File: config.mk
export PLATFORM = sky130hd
export DESIGN_NAME = cmd_token_tx_flat
export DESIGN_NICKNAME = d
export VERILOG_FILES = /design/src/rtl/keypad_tok_pkg.sv /design/src/rtl/cmd_token_tx_if.sv /design/src/rtl/cmd_token_tx_bin2bcd_seq.sv /design/src/rtl/cmd_token_tx.sv /design/src/flat_wrapper.sv
export SDC_FILE = /design/constraint.sdc
export NUM_CORES = 1
export LEC_CHECK = 0
export BUFFER_PORTS_ARGS = -buffer_cell sky130_fd_sc_hd__buf_4
export CORE_ASPECT_RATIO = 0.9
export CORE_MARGIN = 5
export CORE_UTILIZATION = 35
export DETAILED_ROUTE_END_ITERATION = 8
export GPL_TIMING_DRIVEN = 0
export MAX_ROUTING_LAYER = met4
export PLACE_DENSITY = 0.55
export SYNTH_ARGS = -nofsm -noshare
export SYNTH_HDL_FRONTEND = slang
export SYNTH_HIERARCHICAL = 1
export SYNTH_SLANG_ARGS = --single-unit
File: constraint.sdc
create_clock -name in_Clk -period 2.55 [get_ports in_Clk]
set_clock_uncertainty 0.2 [all_clocks]
set_input_delay 0.255 -clock in_Clk [delete_from_list [all_inputs] [get_ports in_Clk]]
set_output_delay 0.255 -clock in_Clk [all_outputs]
set_load 0.01 [all_outputs]
File: src/rtl/keypad_tok_pkg.sv
// Shared keypad token definitions used by the token transmitter and the
// decoded-keypad receiver.
package keypad_tok_pkg;

  typedef logic [3:0] tok_t;

  localparam tok_t SPACE    = 4'd10;
  localparam tok_t ENTER    = 4'd11;
  localparam tok_t FORWARD  = 4'd12;
  localparam tok_t BACKWARD = 4'd13;
  localparam tok_t INVALID  = 4'd14;

  typedef enum logic [2:0] {
    ST_IDLE   = 3'd0,
    ST_CONV   = 3'd1,
    ST_SETUP  = 3'd2,
    ST_STROBE = 3'd3,
    ST_GAP    = 3'd4
  } tx_state_t;

  // A command is legal for motors 1..4 with an angle no larger than max_angle.
  function automatic logic cmd_legal(input logic [2:0] motor,
                                     input logic [8:0] angle,
                                     input logic [8:0] max_angle);
    return (motor >= 3'd1) && (motor <= 3'd4) && (angle <= max_angle);
  endfunction

endpackage

File: src/rtl/cmd_token_tx_if.sv
// Command handshake and keypad token bus of the command-to-token transmitter.
interface cmd_token_tx_if;
  import keypad_tok_pkg::*;

  logic       i_cmd_valid;
  logic       o_cmd_ready;
  logic [2:0] i_motor;
  logic       i_dir;
  logic [8:0] i_angle;
  tok_t       o_data_dec;
  logic       o_ena;
  logic       o_busy;
  logic       o_err;

  modport master (
    output i_cmd_valid, i_motor, i_dir, i_angle,
    input  o_cmd_ready, o_data_dec, o_ena, o_busy, o_err
  );

  modport slave (
    input  i_cmd_valid, i_motor, i_dir, i_angle,
    output o_cmd_ready, o_data_dec, o_ena, o_busy, o_err
  );

endinterface

File: src/rtl/cmd_token_tx_bin2bcd_seq.sv
// Sequential binary-to-BCD converter: repeated subtraction of 100 then 10,
// one subtraction per cycle; done is raised once the remainder is one digit.
module bin2bcd_seq
  import keypad_tok_pkg::*;
(
  input  logic       clk,
  input  logic       rst,
  input  logic       start,
  input  logic [8:0] bin,
  output logic       done,
  output tok_t       bcd_h,
  output tok_t       bcd_t,
  output tok_t       bcd_u,
  output logic [1:0] n_digits
);

  logic [8:0] rem_r;
  logic [3:0] h_r;
  logic [3:0] t_r;
  logic       run_r;

  // remainder / digit counters, one subtraction step per cycle
  always_ff @(posedge clk) begin
    if (rst) begin
      rem_r <= 9'd0;
      h_r   <= 4'd0;
      t_r   <= 4'd0;
      run_r <= 1'b0;
    end else if (start) begin
      rem_r <= bin;
      h_r   <= 4'd0;
      t_r   <= 4'd0;
      run_r <= 1'b1;
    end else if (run_r) begin
      if (rem_r >= 9'd100) begin
        rem_r <= rem_r - 9'd100;
        h_r   <= h_r + 4'd1;
      end else if (rem_r >= 9'd10) begin
        rem_r <= rem_r - 9'd10;
        t_r   <= t_r + 4'd1;
      end else begin
        run_r <= 1'b0;
      end
    end else begin
      run_r <= 1'b0;
    end
  end

  assign done  = run_r && (rem_r < 9'd10);
  assign bcd_h = h_r;
  assign bcd_t = t_r;
  assign bcd_u = rem_r[3:0];

  // significant digit count with leading zeros suppressed
  always_comb begin
    n_digits = 2'd1;
    if (h_r != 4'd0) begin
      n_digits = 2'd3;
    end else if (t_r != 4'd0) begin
      n_digits = 2'd2;
    end else begin
      n_digits = 2'd1;
    end
  end

endmodule

File: src/rtl/cmd_token_tx.sv
// Serialises one motor command as <motor> SPACE <dir> <digits> ENTER on the
// decoded-keypad token bus, with setup / strobe / gap timing per token.
module cmd_token_tx
  import keypad_tok_pkg::*;
#(
  parameter int SETUP_CYC = 2,
  parameter int ENA_CYC   = 1,
  parameter int GAP_CYC   = 4,
  parameter int MAX_ANGLE = 359
) (
  input  logic           in_Clk,
  input  logic           in_Rst,
  cmd_token_tx_if.slave  bus
);

  localparam int CNT_MAX = (SETUP_CYC > ENA_CYC)
                         ? ((SETUP_CYC > GAP_CYC) ? SETUP_CYC : GAP_CYC)
                         : ((ENA_CYC > GAP_CYC) ? ENA_CYC : GAP_CYC);
  localparam int CNT_W = (CNT_MAX > 1) ? $clog2(CNT_MAX) : 1;
  localparam logic [CNT_W-1:0] SETUP_LAST = CNT_W'(SETUP_CYC - 1);
  localparam logic [CNT_W-1:0] ENA_LAST   = CNT_W'(ENA_CYC - 1);
  localparam logic [CNT_W-1:0] GAP_LAST   = CNT_W'(GAP_CYC - 1);
  localparam logic [8:0]       MAX_ANG9   = 9'(MAX_ANGLE);

  if ((SETUP_CYC < 1) || (ENA_CYC < 1) || (GAP_CYC < 1)) begin : g_param_chk
    $error("cmd_token_tx: SETUP_CYC, ENA_CYC and GAP_CYC must all be >= 1");
  end

  tx_state_t        state_r, state_s;
  logic [CNT_W-1:0] cnt_r;
  tok_t             tok_r [8];
  tok_t             tok_list_s [8];
  logic [2:0]       len_r, len_s;
  logic [2:0]       idx_r;
  logic [2:0]       motor_r;
  logic             dir_r;
  tok_t             data_r;
  logic             ena_r, busy_r, ready_r, err_r;

  logic             accept_s, legal_s, start_s;
  logic             conv_done_s;
  tok_t             bcd_h_s, bcd_t_s, bcd_u_s;
  logic [1:0]       n_digits_s;

  assign accept_s = bus.i_cmd_valid && ready_r;
  assign legal_s  = cmd_legal(bus.i_motor, bus.i_angle, MAX_ANG9);
  assign start_s  = accept_s && legal_s;

  bin2bcd_seq u_bcd (
    .clk      (in_Clk),
    .rst      (in_Rst),
    .start    (start_s),
    .bin      (bus.i_angle),
    .done     (conv_done_s),
    .bcd_h    (bcd_h_s),
    .bcd_t    (bcd_t_s),
    .bcd_u    (bcd_u_s),
    .n_digits (n_digits_s)
  );

  // frame token list assembled from the captured command and converted digits
  always_comb begin
    for (int i = 0; i < 8; i++) tok_list_s[i] = INVALID;
    tok_list_s[0] = {1'b0, motor_r};
    tok_list_s[1] = SPACE;
    if (dir_r) tok_list_s[2] = BACKWARD;
    else       tok_list_s[2] = FORWARD;
    len_s = 3'd5;
    case (n_digits_s)
      2'd3: begin
        tok_list_s[3] = bcd_h_s;
        tok_list_s[4] = bcd_t_s;
        tok_list_s[5] = bcd_u_s;
        tok_list_s[6] = ENTER;
        len_s         = 3'd7;
      end
      2'd2: begin
        tok_list_s[3] = bcd_t_s;
        tok_list_s[4] = bcd_u_s;
        tok_list_s[5] = ENTER;
        len_s         = 3'd6;
      end
      default: begin
        tok_list_s[3] = bcd_u_s;
        tok_list_s[4] = ENTER;
        len_s         = 3'd5;
      end
    endcase
  end

  // next-state logic
  always_comb begin
    state_s = state_r;
    case (state_r)
      ST_IDLE:   if (start_s) state_s = ST_CONV; else state_s = ST_IDLE;
      ST_CONV:   if (conv_done_s) state_s = ST_SETUP; else state_s = ST_CONV;
      ST_SETUP:  if (cnt_r == SETUP_LAST) state_s = ST_STROBE; else state_s = ST_SETUP;
      ST_STROBE: if (cnt_r == ENA_LAST) state_s = ST_GAP; else state_s = ST_STROBE;
      ST_GAP: begin
        if (cnt_r == GAP_LAST) begin
          if (idx_r == (len_r - 3'd1)) state_s = ST_IDLE;
          else                         state_s = ST_SETUP;
        end else begin
          state_s = ST_GAP;
        end
      end
      default:   state_s = ST_IDLE;
    endcase
  end

  // state, timing counter, token store and registered outputs
  always_ff @(posedge in_Clk) begin
    if (in_Rst) begin
      state_r <= ST_IDLE;
      cnt_r   <= '0;
      for (int i = 0; i < 8; i++) tok_r[i] <= INVALID;
      len_r   <= 3'd0;
      idx_r   <= 3'd0;
      motor_r <= 3'd0;
      dir_r   <= 1'b0;
      data_r  <= 4'd0;
      ena_r   <= 1'b0;
      busy_r  <= 1'b0;
      ready_r <= 1'b1;
      err_r   <= 1'b0;
    end else begin
      state_r <= state_s;
      ready_r <= (state_s == ST_IDLE);
      busy_r  <= (state_s != ST_IDLE);
      ena_r   <= (state_s == ST_STROBE);
      err_r   <= accept_s && !legal_s;
      if ((state_s != state_r) || (state_r == ST_IDLE) || (state_r == ST_CONV)) begin
        cnt_r <= '0;
      end else begin
        cnt_r <= cnt_r + CNT_W'(1);
      end
      if (start_s) begin
        motor_r <= bus.i_motor;
        dir_r   <= bus.i_dir;
      end
      // data changes only on SETUP entry, so it stays stable through STROBE and GAP
      if ((state_r == ST_CONV) && conv_done_s) begin
        tok_r  <= tok_list_s;
        len_r  <= len_s;
        idx_r  <= 3'd0;
        data_r <= tok_list_s[0];
      end else if ((state_r == ST_GAP) && (state_s == ST_SETUP)) begin
        idx_r  <= idx_r + 3'd1;
        data_r <= tok_r[idx_r + 3'd1];
      end
    end
  end

  assign bus.o_data_dec  = data_r;
  assign bus.o_ena       = ena_r;
  assign bus.o_busy      = busy_r;
  assign bus.o_cmd_ready = ready_r;
  assign bus.o_err       = err_r;

endmodule

File: src/flat_wrapper.sv
// flat-port wrapper written by rule: the top's interface ports become plain ports
module cmd_token_tx_flat import keypad_tok_pkg::*;
#(
  parameter int SETUP_CYC = 2,
  parameter int ENA_CYC   = 1,
  parameter int GAP_CYC   = 4,
  parameter int MAX_ANGLE = 359
)
  (in_Clk, in_Rst, bus_i_cmd_valid, bus_i_motor, bus_i_dir, bus_i_angle, bus_o_cmd_ready, bus_o_data_dec, bus_o_ena, bus_o_busy, bus_o_err);
  cmd_token_tx_if bus_i ();
  input  logic in_Clk;
  input  logic in_Rst;
  input wire logic [$bits(bus_i.i_cmd_valid)-1:0] bus_i_cmd_valid;
  input wire logic [$bits(bus_i.i_motor)-1:0] bus_i_motor;
  input wire logic [$bits(bus_i.i_dir)-1:0] bus_i_dir;
  input wire logic [$bits(bus_i.i_angle)-1:0] bus_i_angle;
  output wire logic [$bits(bus_i.o_cmd_ready)-1:0] bus_o_cmd_ready;
  output wire logic [$bits(bus_i.o_data_dec)-1:0] bus_o_data_dec;
  output wire logic [$bits(bus_i.o_ena)-1:0] bus_o_ena;
  output wire logic [$bits(bus_i.o_busy)-1:0] bus_o_busy;
  output wire logic [$bits(bus_i.o_err)-1:0] bus_o_err;
  assign bus_i.i_cmd_valid = bus_i_cmd_valid;
  assign bus_i.i_motor = bus_i_motor;
  assign bus_i.i_dir = bus_i_dir;
  assign bus_i.i_angle = bus_i_angle;
  assign bus_o_cmd_ready = bus_i.o_cmd_ready;
  assign bus_o_data_dec = bus_i.o_data_dec;
  assign bus_o_ena = bus_i.o_ena;
  assign bus_o_busy = bus_i.o_busy;
  assign bus_o_err = bus_i.o_err;
  cmd_token_tx #(.SETUP_CYC(SETUP_CYC), .ENA_CYC(ENA_CYC), .GAP_CYC(GAP_CYC), .MAX_ANGLE(MAX_ANGLE)) u_core (.in_Clk(in_Clk), .in_Rst(in_Rst), .bus(bus_i));
endmodule
# --- Word-level counts from Yosys, hierarchy flattened ---
# Index checks and enable logic that the tools add are counted.
totals:
  ramBits: 0
  register_bits: 66
  memories: 0
  romBits: 0
  output_inout_bits: 8
  elab_cells: 104
  latchBits: 0
  inputBits: 16
op_classes:
  bitwise_logic: 2
  n_reduce_logical: 26
  div_mod_pow: 0
  muxes: 27
  multipliers: 0
  n_lt_le_gt_ge: 7
  n_shift: 0
  add_sub_neg: 7
  eq_ne: 12
op_table:
  columns: ["cell", "count"]
  rows:
  - ["9-bit 2-to-1 mux", 4]
  - ["8-bit one-hot mux with 2 select lines", 1]
  - ["3-bit 2-to-1 mux", 5]
  - ["3-bit one-hot mux with 5 select lines", 1]
  - ["4-bit binary-select mux with 3-bit select", 1]
  - ["3-bit by 2-bit equality test with 1-bit output (second input constant)", 4]
  - ["9-bit by 4-bit >= comparator with 1-bit output (second input constant)", 1]
  - ["9-bit by 7-bit >= comparator with 1-bit output (second input constant)", 1]
  - ["9-bit <= comparator (second input constant)", 1]
  - ["9-bit by 4-bit < comparator with 1-bit output (second input constant)", 1]
  - ["9-bit by 4-bit subtractor with 9-bit output (second input constant)", 1]
  - ["9-bit by 7-bit subtractor with 9-bit output (second input constant)", 1]
  - ["4-bit by 1-bit adder with 4-bit output (second input constant)", 2]
  - ["1-bit logical AND", 8]
  - ["2-bit 2-to-1 mux", 4]
  - ["4-bit 2-to-1 mux", 2]
  - ["4-bit one-hot mux with 2 select lines", 1]
  - ["4-bit nonzero test", 2]
  - ["1-bit 2-to-1 mux", 7]
  - ["2-bit equality test (second input constant)", 3]
  - ["3-bit logical NOT", 2]
  - ["3-bit nonzero test", 2]
  - ["2-bit OR reduction", 3]
  - ["4-bit >= comparator (second input constant)", 1]
  - ["19 further kinds", 22]

# --- Logic depth before layout (Yosys ltp) ---
# Gate-level depths: netlist of the first run.
depth:
  ltp_word: 10
  depth_mapped: 10
  depth_no_buf: 9

# --- Hierarchy ---
# Netlist of the first run, hierarchy kept.
by_module_without_submodules:
  columns: ["mod", "n_inst", "cells_each", "area_each_um2", "seq_area_each_um2"]
  rows:
  - ["cmd_token_tx", 1, 236, 2093.3, 840.8]
  - ["bin2bcd_seq", 1, 149, 1244.9, 360.3]

# --- Worst setup path after synthesis of the first run ---
# OpenSTA, ideal clock, no wires.
synth_path:
  path_kind: "register to register"
  from: "reg u_core.u_bcd.rem_r[4]"
  to: "reg u_core/tok_r[15] in the netlist's numbering"
  arrival_time_ns: 2.369
  n_path_buf: 4
  setup_time_ns: 0.120
  required_ns: 2.230
  stages_incl_launch_ff: 10
  setup_slack_ns: -0.139
  synth_period_minus_slack_ns: 2.689
  path_cell_list: "dfxtp_1 buf_6 or3_4 buf_6 nor4_1 nand3b_1 or2_1 buf_2 buf_2 a211o_1"
synth_via:
  elab_chain_len: 3
synth_lines:
  columns: ["element", "line", "rtl"]
  rows:
  - ["start: declaration", "cmd_token_tx_bin2bcd_seq.sv:17", "logic [8:0] rem_r;"]
  - ["start signal: assignment", "cmd_token_tx_bin2bcd_seq.sv:30", "rem_r <= bin;"]
  - ["start signal: assignment", "cmd_token_tx_bin2bcd_seq.sv:36", "rem_r <= rem_r - 9'd100;"]
  - ["start signal: assignment", "cmd_token_tx_bin2bcd_seq.sv:39", "rem_r <= rem_r - 9'd10;"]
  - ["9-bit by 4-bit < comparator with 1-bit output", "cmd_token_tx_bin2bcd_seq.sv:49", "assign done = run_r && (rem_r < 9'd10);"]
  - ["1-bit logical AND", "cmd_token_tx_bin2bcd_seq.sv:49", null]
  - ["named net u_core.conv_done_s", "cmd_token_tx.sv:41", "logic conv_done_s;"]
  - ["1-bit logical AND", "cmd_token_tx.sv:142", "if ((state_r == ST_CONV) && conv_done_s) begin"]
  - ["end signal: assignment", "cmd_token_tx.sv:143", "tok_r <= tok_list_s;"]
  - ["end: declaration", "cmd_token_tx.sv:31", "tok_t tok_r [8];"]
# The timed path passes the listed nets, and every way through them passes these cells.
# A chain may end at the register's enable or synchronous reset.

# --- Worst setup path in the final report of the first run ---
layout_path:
  from: "reg u_core.u_bcd.rem_r[4]"
  to: "reg u_core.len_r[0]"
layout_via:
  elab_chain_len: 3
layout_lines:
  columns: ["element", "line", "rtl"]
  rows:
  - ["9-bit by 4-bit < comparator with 1-bit output", "cmd_token_tx_bin2bcd_seq.sv:49", null]
  - ["1-bit logical AND", "cmd_token_tx_bin2bcd_seq.sv:49", null]
  - ["named net u_core.conv_done_s", "cmd_token_tx.sv:41", null]
  - ["1-bit logical AND", "cmd_token_tx.sv:142", null]
  - ["end signal: assignment", "cmd_token_tx.sv:144", "len_r <= len_s;"]
  - ["end: declaration", "cmd_token_tx.sv:33", "logic [2:0] len_r, len_s;"]
# The timed path passes the listed nets, and every way through them passes these cells.

==> results.md, run 1 <==
- Die height: approximately 100 microns
- Crit path capture type: flip-flop
- IO Port Bufs: 23
- YS warnings: 6
- Capturing point of the worst reg2reg path: u_core/len_r[0]$_SDFFE_PP0P_
- Kind of critical path: reg -> reg
- Peak fanout along the critical path: 10
- Commonest non-fill, non-tap cells in the layout: dfxtp_1, buf_4, nor2_1
- Worst-Margin Slew: 661 ps
- Max cap viols: 0
- Clock Sinks: 60
- Clock Latency Late Sink: about 340 ps
- Filler cells: 892
- HP Class: in -> reg
- R2R Path Start: u_core/u_bcd/rem_r[4]$_SDFFE_PP0P_
- GRT overflow: 0
- Overall die width: 113 microns
- Mapped Cells: 385
- Vias in the first global route: a little under 3000
- CTS H-tree lvls: 3
- Iter 0 DRT Violations: approximately 180
- R2R cell count: 9
- Final min period: roughly 2500 ps
- DRC viols: 0
- Number of synthesized register bits: 60
- Rows: 33
- Routed vias: slightly above 3000
- Synth cell types: 64
- Antenna Nets Post-Route: 0
- Post-layout util: a little under half
- Final WL: about 8600 microns
- First-pass GRT wire length: approximately 14000 microns
- Nets: 473
- Critical Path RT: ~2600 ps
- Synthesized cell area: around 0.0033 sq mm
- Power Dens Cells: about 550 mW/mm^2
- Status: completed
- CTS tree: done
- Total track usage: between 10% and 20%
- Crit path arrival time: ~2500 ps
- Initial core utilization: 36.3%
- Area Overhead vs Synth: 26.6%
- Mean post-synth cell area: about 8.7 sq um
- Maximum VDD drop: a little over 0.3 mV
- Pleak: about 1.7 nW
- CTS Buffer Depth: 2
- CP Launch Point: u_core/u_bcd/rem_r[4]$_SDFFE_PP0P_
- HP Start: bus_i_angle[3]
- WHS Path Cells: 3
- Cts bufs inserted: 9
- Hold Path Sink: u_core/u_bcd/rem_r[3]$_SDFFE_PP0P_
- Final Hold Vio Count: 0
- Syn nets: a little over 400
- HPWL after detailed placement: between 6000 and 7000 microns
- Unrepaired setup endpoints after global routing: yes
- Leading cell type in the layout, fill and taps excluded: dfxtp_1
- Slew Limit Fails: 0
- Die Footprint: roughly 0.012 sq mm
- Pin count of the biggest net entering global routing: 13
- Critical Path Source Type: flip-flop
- Fin crit share: 97.1%
- Initial antenna violation count: 0
- Clock edge transition at the registers on the reported setup and hold paths: 80 ps
- Worst R2R Setup Slack: approximately 75 ps
- Seq/Total Area, Yosys: 36.0%
- Ports: 24
- Relative slew margins: ~56%
- Routed len/inst: ~15 microns
- Top FF cell, synth: dfxtp_1
- Routed vias/inst: roughly 5.3
- Drt first pass iters: 5
- Core Box Area: just over 0.009 sq mm
- Async SR Flop Fraction: 0%
- Tot Pwr: approximately 2.3 mW
- EDFF count, synth: 0
- RePlAce Congestion: ~0.84
- Final antenna diode count: 0
- Top achievable clock speed: 404 MHz
- CTS root buf: clkbuf_8
- Final Setup Violations: 0
- Layout cells sized above 1: a little under a quarter
## logic make-up (layout without fill, tap and decap cells)
family                     count (synthesis)  in the layout  synth area share [%]
xor gates and xnor gates                  16             16                  4.65
muxes                                     22             22                  6.75
and+or+nand+nor                          133            133                  19.7
AOI/OAI and AO/OA                         94             94                  21.0
buffers and inverters                     46            109                  6.71
adders and majority gates                 14             14                  5.25
DFF                                       60             60                  36.0
## worst max-delay path by stage
stage / endpoint / slack, ps / cells past startpoint
after CTS: u_core/bus.o_data_dec[2]$_SDFFE_PP0P_ / 20 / 10
final: u_core/len_r[0]$_SDFFE_PP0P_ / 70 / 9
after detailed placement: u_core/u_bcd/rem_r[8]$_SDFFE_PP0P_ / -470 / 10
after floorplan: u_core/tok_r[15]$_SDFFE_PP1P_ / 50 / 9
after global placement: u_core/u_bcd/rem_r[8]$_SDFFE_PP0P_ / -470 / 10
after global routing: u_core/bus.o_data_dec[2]$_SDFFE_PP0P_ / -40 / 10
## sequential cells by signal, indices dropped and copies added, names as in the netlist, 4 cells and up
name	flops
u_core/bus.o_data_dec	4
u_core/tok_r	19
u_core/u_bcd/bcd_h	4
u_core/u_bcd/bcd_t	4
u_core/u_bcd/rem_r	9
## metal layers
| metal | part of all wire, % | track usage, % | vias up |
|---|---|---|---|
| met5 | 0 | - | - |
| met4 | 1.3 | 5.45 | 0 |
| met3 | 4.8 | 2.99 | 9 |
| met2 | 44 | 24.5 | 67 |
| met1 | 49 | 20.9 | 1448 |
| li1 | - | - | 1500 |
## power by group
part | internal (mW) | switching [mW]
Sequential | 0.970 | 0.0351
Combinational | 0.197 | 0.242
Clock | 0.456 | 0.424
Total | 1.62 | 0.701
## stage by stage
stage                     worst slack (ps)  cells  hold slack, ps  cell area (sq um)  TNS (ps)
after floorplan                       47.1    385             199               3350         0
after global placement                -468    530             245               3680     -8420
after detailed placement              -474    530             245               3680     -8450
after CTS                             17.9    564            6.25               4090         0
after global routing                 -41.3    570            36.9               4230     -52.4
final                                 75.0    570            26.7               4230         0
## cells in the mapped netlist, types with 3 or more instances
cell type	instances	area share, %
a211oi_1	11	2.5
a221oi_1	3	0.79
nand3_1	12	1.8
o21ai_0	7	1.0
nor4_1	5	0.94
dfxtp_1	60	36
nor2_1	39	4.4
buf_2	11	1.6
nand3b_1	3	0.67
a31oi_1	6	1.1
a21oi_1	28	4.2
xnor2_1	9	2.4
nand2b_1	9	1.7
nor3_1	10	1.5
a211o_1	9	2.4
mux2_2	4	1.3
nand2_1	32	3.6
buf_4	4	0.90
mux2i_1	18	5.4
inv_1	17	1.9
ha_1	14	5.2
nand4_1	3	0.56
clkbuf_1	10	1.1
buf_6	3	1.0
xor2_1	6	1.6
## critical path, stage by stage, from the launching register on
cell and delay [ps]:
dfxtp_1 310, buf_6 130, or3_4 410, nor4_4 310
nand3b_1 180, or2_1 260, buf_6 140, buf_8 140
nor3b_4 210, a211oi_2 70
## what timing repair did
| action | CTS | global route |
|---|---|---|
| resized for setup | 14 | 19 |
| pin swaps | 5 | 7 |
| endpoints found under the hold margin | 11 | 0 |
| hold buffers | 11 | 0 |
| buffers inserted | 8 | 7 |
| setup endpoints to repair | 27 | 29 |
## area by class of cell
type,count,area (sq um),share of cell area [%]
clock inverter,7,76.3,1.81
inverter,18,68.8,1.63
clock buffer,9,124,2.93
buffer,26,169,4.00
multi-input combinational,279,2030,48.0
tap,122,153,3.61
timing repair buffer,49,408,9.65
sequential,60,1200,28.4
Note: power is estimated with default switching activity, not from simulation.
==> run 2, diff against run 1 <==
==> constraint.sdc (replaced) <==
create_clock -name in_Clk -period 2.55 [get_ports in_Clk]
set_clock_uncertainty 0.2 [all_clocks]
set_input_delay 0.255 -clock in_Clk [delete_from_list [all_inputs] [get_ports in_Clk]]
set_output_delay 0.255 -clock in_Clk [all_outputs]
set_load 0.1 [all_outputs]
==> results.md, run 2 (synthesized netlist as in run 1, its figures left out) <==
- RePlAce Congestion: roughly 0.86
- Area Overhead vs Synth: 23.3%
- CTS tree: done
- Max cap viols: 0
- Setup WS post-layout: roughly 53 ps
- TNS Setup: 0 ps
- Slew Limit Fails: 0
- Clock Latency Late Sink: 350 ps
- Design Area, Final: ~0.0041 sq mm
- Iter 0 DRT Violations: about 180
- Routed len/inst: ~15 microns
- Final Hold Vio Count: 0
- Die Footprint: roughly 0.012 sq mm
- Worst-Margin Slew: roughly 630 ps
- Total track usage: between 10% and 20%
- Cell Area, Placed: 0.00368 sq mm
- Clock Sinks: 60
- Crit path capture type: flip-flop
- Worst hold slack: 6.00 ps
- Final antenna diode count: 0
- Layout cells sized above 1: between 20% and 30%
- Post-layout util: 44.7%
- Ports: 24
- Tot Pwr: 2.35 mW
- Nets: 469
- Filler cells: between 900 and 1000
- CTS root buf: clkbuf_8
- Combinational share of power: 19.8%
- Sw Share: a little under a third
- Kind of critical path: reg -> reg
- Post-Layout Cell Count: around 570
- Critical Path RT: ~2600 ps
- GRT overflow: 0
- HP Class: in -> reg
- Rows: 33
- Crit path arrival time: 2530 ps
- Routed vias: ~3000
- Leading cell type in the layout, fill and taps excluded: dfxtp_1
- Routed vias/inst: between 5 and 6
- Top achievable clock speed: around 400 MHz
- Initial antenna violation count: 0
- Overall die width: 113 microns
- Total internal power: between 1.5 and 2 mW
- Regs by FF count: u_core/tok_r: 19 flops, u_core/u_bcd/rem_r: 9 flops
- Antenna Nets Post-Route: 0
- Core Box Area: between 0.009 and 0.01 sq mm
- Largest reg by FF count: u_core/tok_r
- Initial core utilization: about 36%
- Switching power: between 0.7 and 0.8 mW
- Peak fanout along the critical path: 10
- Final WL: 8500 microns
- First-pass GRT wire length: between 10000 and 15000 microns
- HPWL after detailed placement: approximately 6000 microns
- CTS Buffer Depth: 2
- Sequential share of power: a little over two fifths
- Worst slack at placement: -451 ps
- Pin count of the biggest net entering global routing: 13
- Clock edge transition at the registers on the reported setup and hold paths: about 80 ps
- Commonest non-fill, non-tap cells in the layout: dfxtp_1, buf_4, nor2_1
- Drt first pass iters: 5
- Relative slew margins: between 50% and 60%
- Pleak: between 1.5 and 2 nW
- Final min period: approximately 2500 ps
- Unrepaired setup endpoints after global routing: yes
- Power Dens Cells: about 570 mW/mm^2
- Die height: roughly 100 microns
- Fin crit share: a little over nine tenths
- Maximum VDD drop: 0.234 mV
- CTS H-tree lvls: 3
- Cts bufs inserted: 9
- Max reg flops: 19
- Final Setup Violations: 0
- DRC viols: 0
- Clk pwr share: 37.3%
- Critical Path Source Type: flip-flop
- IO Port Bufs: 23
- Status: completed
- Vias in the first global route: a little under 3000
- Post-Place Cells: between 500 and 600
[run 2: changes by cell type in the layout (fill, tap and decap cells not counted), sizes merged]
cell | before | now
clkbuf | 18 | 19
buf | 55 | 52
dlygate4sd3 | 11 | 9
[run 2: what timing repair did]
item	in CTS	in global routing
buffers inserted	7	5
pin swaps	4	6
hold buffers	9	0
gates resized for setup	12	11
hold endpoints to repair	9	0
setup endpoints to repair	30	42
[run 2: cell type report]
| type | instances | area, sq um | share of cell area [%] |
|---|---|---|---|
| buffer | 27 | 170 | 4.13 |
| clock buffer | 9 | 124 | 3.01 |
| clock inverter | 7 | 76.3 | 1.85 |
| inverter | 18 | 68.8 | 1.67 |
| multi-input combinational | 279 | 1970 | 47.8 |
| sequential | 60 | 1200 | 29.2 |
| tap | 122 | 153 | 3.71 |
| timing repair buffer | 44 | 353 | 8.57 |
[run 2: final timing paths]
kind                                                    startpoint                                  to  slack (ps)  cells past startpoint
worst min-delay path                                bus_i_angle[5]  u_core/u_bcd/rem_r[5]$_SDFFE_PP0P_           6                      3
worst max-delay path            u_core/u_bcd/rem_r[5]$_SDFFE_PP0P_       u_core/tok_r[13]$_SDFFE_PP1P_          50                      8
worst min register to register        u_core/tok_r[4]$_SDFFE_PP0P_        u_core/tok_r[4]$_SDFFE_PP0P_         260                      2
worst max register to register  u_core/u_bcd/rem_r[5]$_SDFFE_PP0P_       u_core/tok_r[13]$_SDFFE_PP1P_          50                      8
[run 2: power groups by stage]
stage               sequential (mW)  combinational [mW]  clock (mW)
global route                   1.01               0.509       0.942
finish                         1.01               0.464       0.876
CTS                            1.00               0.446       0.898
detailed placement             1.03               0.432           0
floorplan                      1.05               0.301           0
global placement               1.03               0.428           0
[run 2: routing by layer]
| layer | vias up | part of all wire (%) | GRT usage (%) |
|---|---|---|---|
| met4 | 0 | 1.9 | 6.28 |
| li1 | 1497 | - | - |
| met5 | - | 0 | - |
| met2 | 54 | 45 | 25.5 |
| met1 | 1432 | 49 | 20.0 |
| met3 | 12 | 3.9 | 3.35 |
[run 2: critical path, cell delays in order (launching register included)]
cell and delay [ps]:
dfxtp_1 310, buf_6 130, or3_4 420, nor4_4 320, nand3b_1 170, or2_1 250
buf_6 140, buf_8 140, a211o_1 300
==> run 3, diff against run 2 <==
--- a/config.mk
+++ b/config.mk
@@ -12,7 +12,7 @@
 export DETAILED_ROUTE_END_ITERATION = 8
 export GPL_TIMING_DRIVEN = 0
 export MAX_ROUTING_LAYER = met4
-export PLACE_DENSITY = 0.55
+export REMOVE_ABC_BUFFERS = 1
 export SYNTH_ARGS = -nofsm -noshare
 export SYNTH_HDL_FRONTEND = slang
 export SYNTH_HIERARCHICAL = 1
==> results.md, run 3 (synthesized netlist as in run 1, its figures left out) <==
- Relative slew margins: between 50% and 60%
- Worst-Margin Slew: 647 ps
- Maximum VDD drop: approximately 0.36 mV
- Iter 0 DRT Violations: 191
- Crit path buffers/inverters: 1
- IO Port Bufs: 23
- RePlAce Congestion: 0.866
- Final antenna diode count: 0
- Clock Sinks: 60
- Area Overhead vs Synth: 16.8%
- Area of the multi-input gates: 0.00198 sq mm
- FF/Latch Area: between 0.001 and 0.0015 sq mm
- Overall die width: 113 microns
- Core Box Area: about 0.009 sq mm
- Commonest non-fill, non-tap cells in the layout: dfxtp_1, nor2_1, nand2_1
- Die height: roughly 100 microns
- Post-layout util: between 40 and 50%
- Worst hold slack: roughly 12 ps
- Regs by FF count: u_core/tok_r: 19 flops, u_core/u_bcd/rem_r: 9 flops
- Slowest library cell on the worst path: nor3b_1
- First-pass GRT wire length: 13000 microns
- Power Dens Cells: about 560 mW/mm^2
- Slew Limit Fails: 0
- Critical Path Source Type: flip-flop
- Fin crit share: between 90 and 100%
- CP peak stage delay: approximately 390 ps
- Final Hold Vio Count: 0
- Routed vias: 2873
- Antenna Nets Post-Route: 0
- Max reg flops: 19
- Max cap viols: 0
- Final min period: 2410 ps
- Filler cells: around 920
- Drt first pass iters: 5
- Clock edge transition at the registers on the reported setup and hold paths: around 60 ps
- Family with the most delay on the worst path: simple AND/OR/NAND/NOR gates
- Pleak: ~1.5 nW
- Nets: ~440
- HP Class: in -> reg
- Top achievable clock speed: 416 MHz
- Leading cell type in the layout, fill and taps excluded: dfxtp_1
- Status: completed
- Vias in the first global route: approximately 2600
- Rows: 33
- Crit-path cells: inv_1, ha_1, nor3b_1, nand2_2, mux2_2, and3_1, a211o_1
- HPWL after detailed placement: between 5000 and 6000 microns
- Final WL: just under 8000 microns
- Largest reg by FF count: u_core/tok_r
- CTS tree: done
- CTS H-tree lvls: 3
- Ports: 24
- Crit path arrival time: roughly 2400 ps
- Cts bufs inserted: 9
- Routed len/inst: ~15 microns
- TNS Setup: 0 ps
- Final Setup Violations: 0
- Peak fanout along the critical path: 13
- Routed vias/inst: around 5.4
- Layout cells sized above 1: around 18%
- Kind of critical path: reg -> reg
- GRT overflow: 0
- Crit path capture type: flip-flop
- Pin count of the biggest net entering global routing: approximately 50
- Total track usage: around 14%
- Clock Latency Late Sink: roughly 330 ps
- Die Footprint: roughly 0.012 sq mm
- Initial core utilization: around 36%
- DRC viols: 0
- CTS Buffer Depth: 2
- Critical Path RT: ~2600 ps
- Initial antenna violation count: 0
- CTS root buf: clkbuf_8
==> run 3: cell types whose count changed in the layout (fill, tap and decap cells not counted), sizes merged <==
| cell | before | now |
|---|---|---|
| clkinv | 4 | 2 |
| buf | 52 | 29 |
| dlygate4sd3 | 9 | 10 |
| clkinvlp | 2 | 1 |
| clkbuf | 19 | 13 |
| bufinv | 1 | 0 |
| inv | 18 | 17 |
| or2 | 3 | 4 |
==> run 3: layout make-up <==
cell class	instances	area share, %
Multi-Input combinational cell	280	50.8
Clock buffer	13	4.08
Clock inverter	2	0.257
Timing Repair Buffer	39	8.15
Tap cell	122	3.92
Sequential cell	60	31.0
Inverter	18	1.83
==> run 3: repair_timing <==
item / 4_1_cts / 5_1_grt
gates resized for setup: 10 / 12
hold endpoints to repair: 9 / 1
gates cloned: 1 / 0
setup endpoints to repair: 36 / 30
hold buffers: 9 / 1
pin swaps: 3 / 3
setup buffers: 5 / 1
==> run 3: final timing paths <==
kind	startpoint	end	slack, ps	cells past startpoint
worst max-delay path	u_core/u_bcd/bcd_h[0]$_SDFFE_PP0P_	u_core/tok_r[14]$_SDFFE_PP1P_	140	7
worst min-delay path	bus_i_angle[1]	u_core/u_bcd/rem_r[1]$_SDFFE_PP0P_	10	3
worst max register to register	u_core/u_bcd/bcd_h[0]$_SDFFE_PP0P_	u_core/tok_r[14]$_SDFFE_PP1P_	140	7
worst min register to register	u_core/dir_r$_SDFFE_PP0N_	u_core/tok_r[20]$_SDFFE_PP0P_	250	2
==> run 3: where the power goes <==
| group | leakage [nW] | switching (mW) | internal, mW |
|---|---|---|---|
| Combinational | 0.923 | 0.239 | 0.159 |
| Sequential | 0.488 | 0.0560 | 0.973 |
| Clock | 0.0893 | 0.349 | 0.398 |
| Total | 1.50 | 0.644 | 1.53 |
==> run 3: stage by stage <==
stage	power [mW]	worst slack [ps]	cell area, sq um	instances
3_3_place_gp	1.40	-1080	3510	502
5_1_grt	2.29	-19.4	3900	534
6_report	2.17	143	3900	534
4_1_cts	2.18	12.7	3840	532
2_1_floorplan	1.30	-105	3180	357
3_5_place_dp	1.41	-1060	3510	502
==> run 3: tightest hold or removal path, stage by stage <==
cell and delay, ps:
buf_4 110, nor2_1 80, a211oi_1 50
==> run 3: routing by layer <==
layer / track usage [%] / wire length, microns / up-vias
met5: - / 0 / -
met4: 2.50 / 51 / 0
met3: 4.23 / 337 / 5
met2: 21.8 / 3490 / 74
met1: 19.0 / 3970 / 1358
li1: - / - / 1436
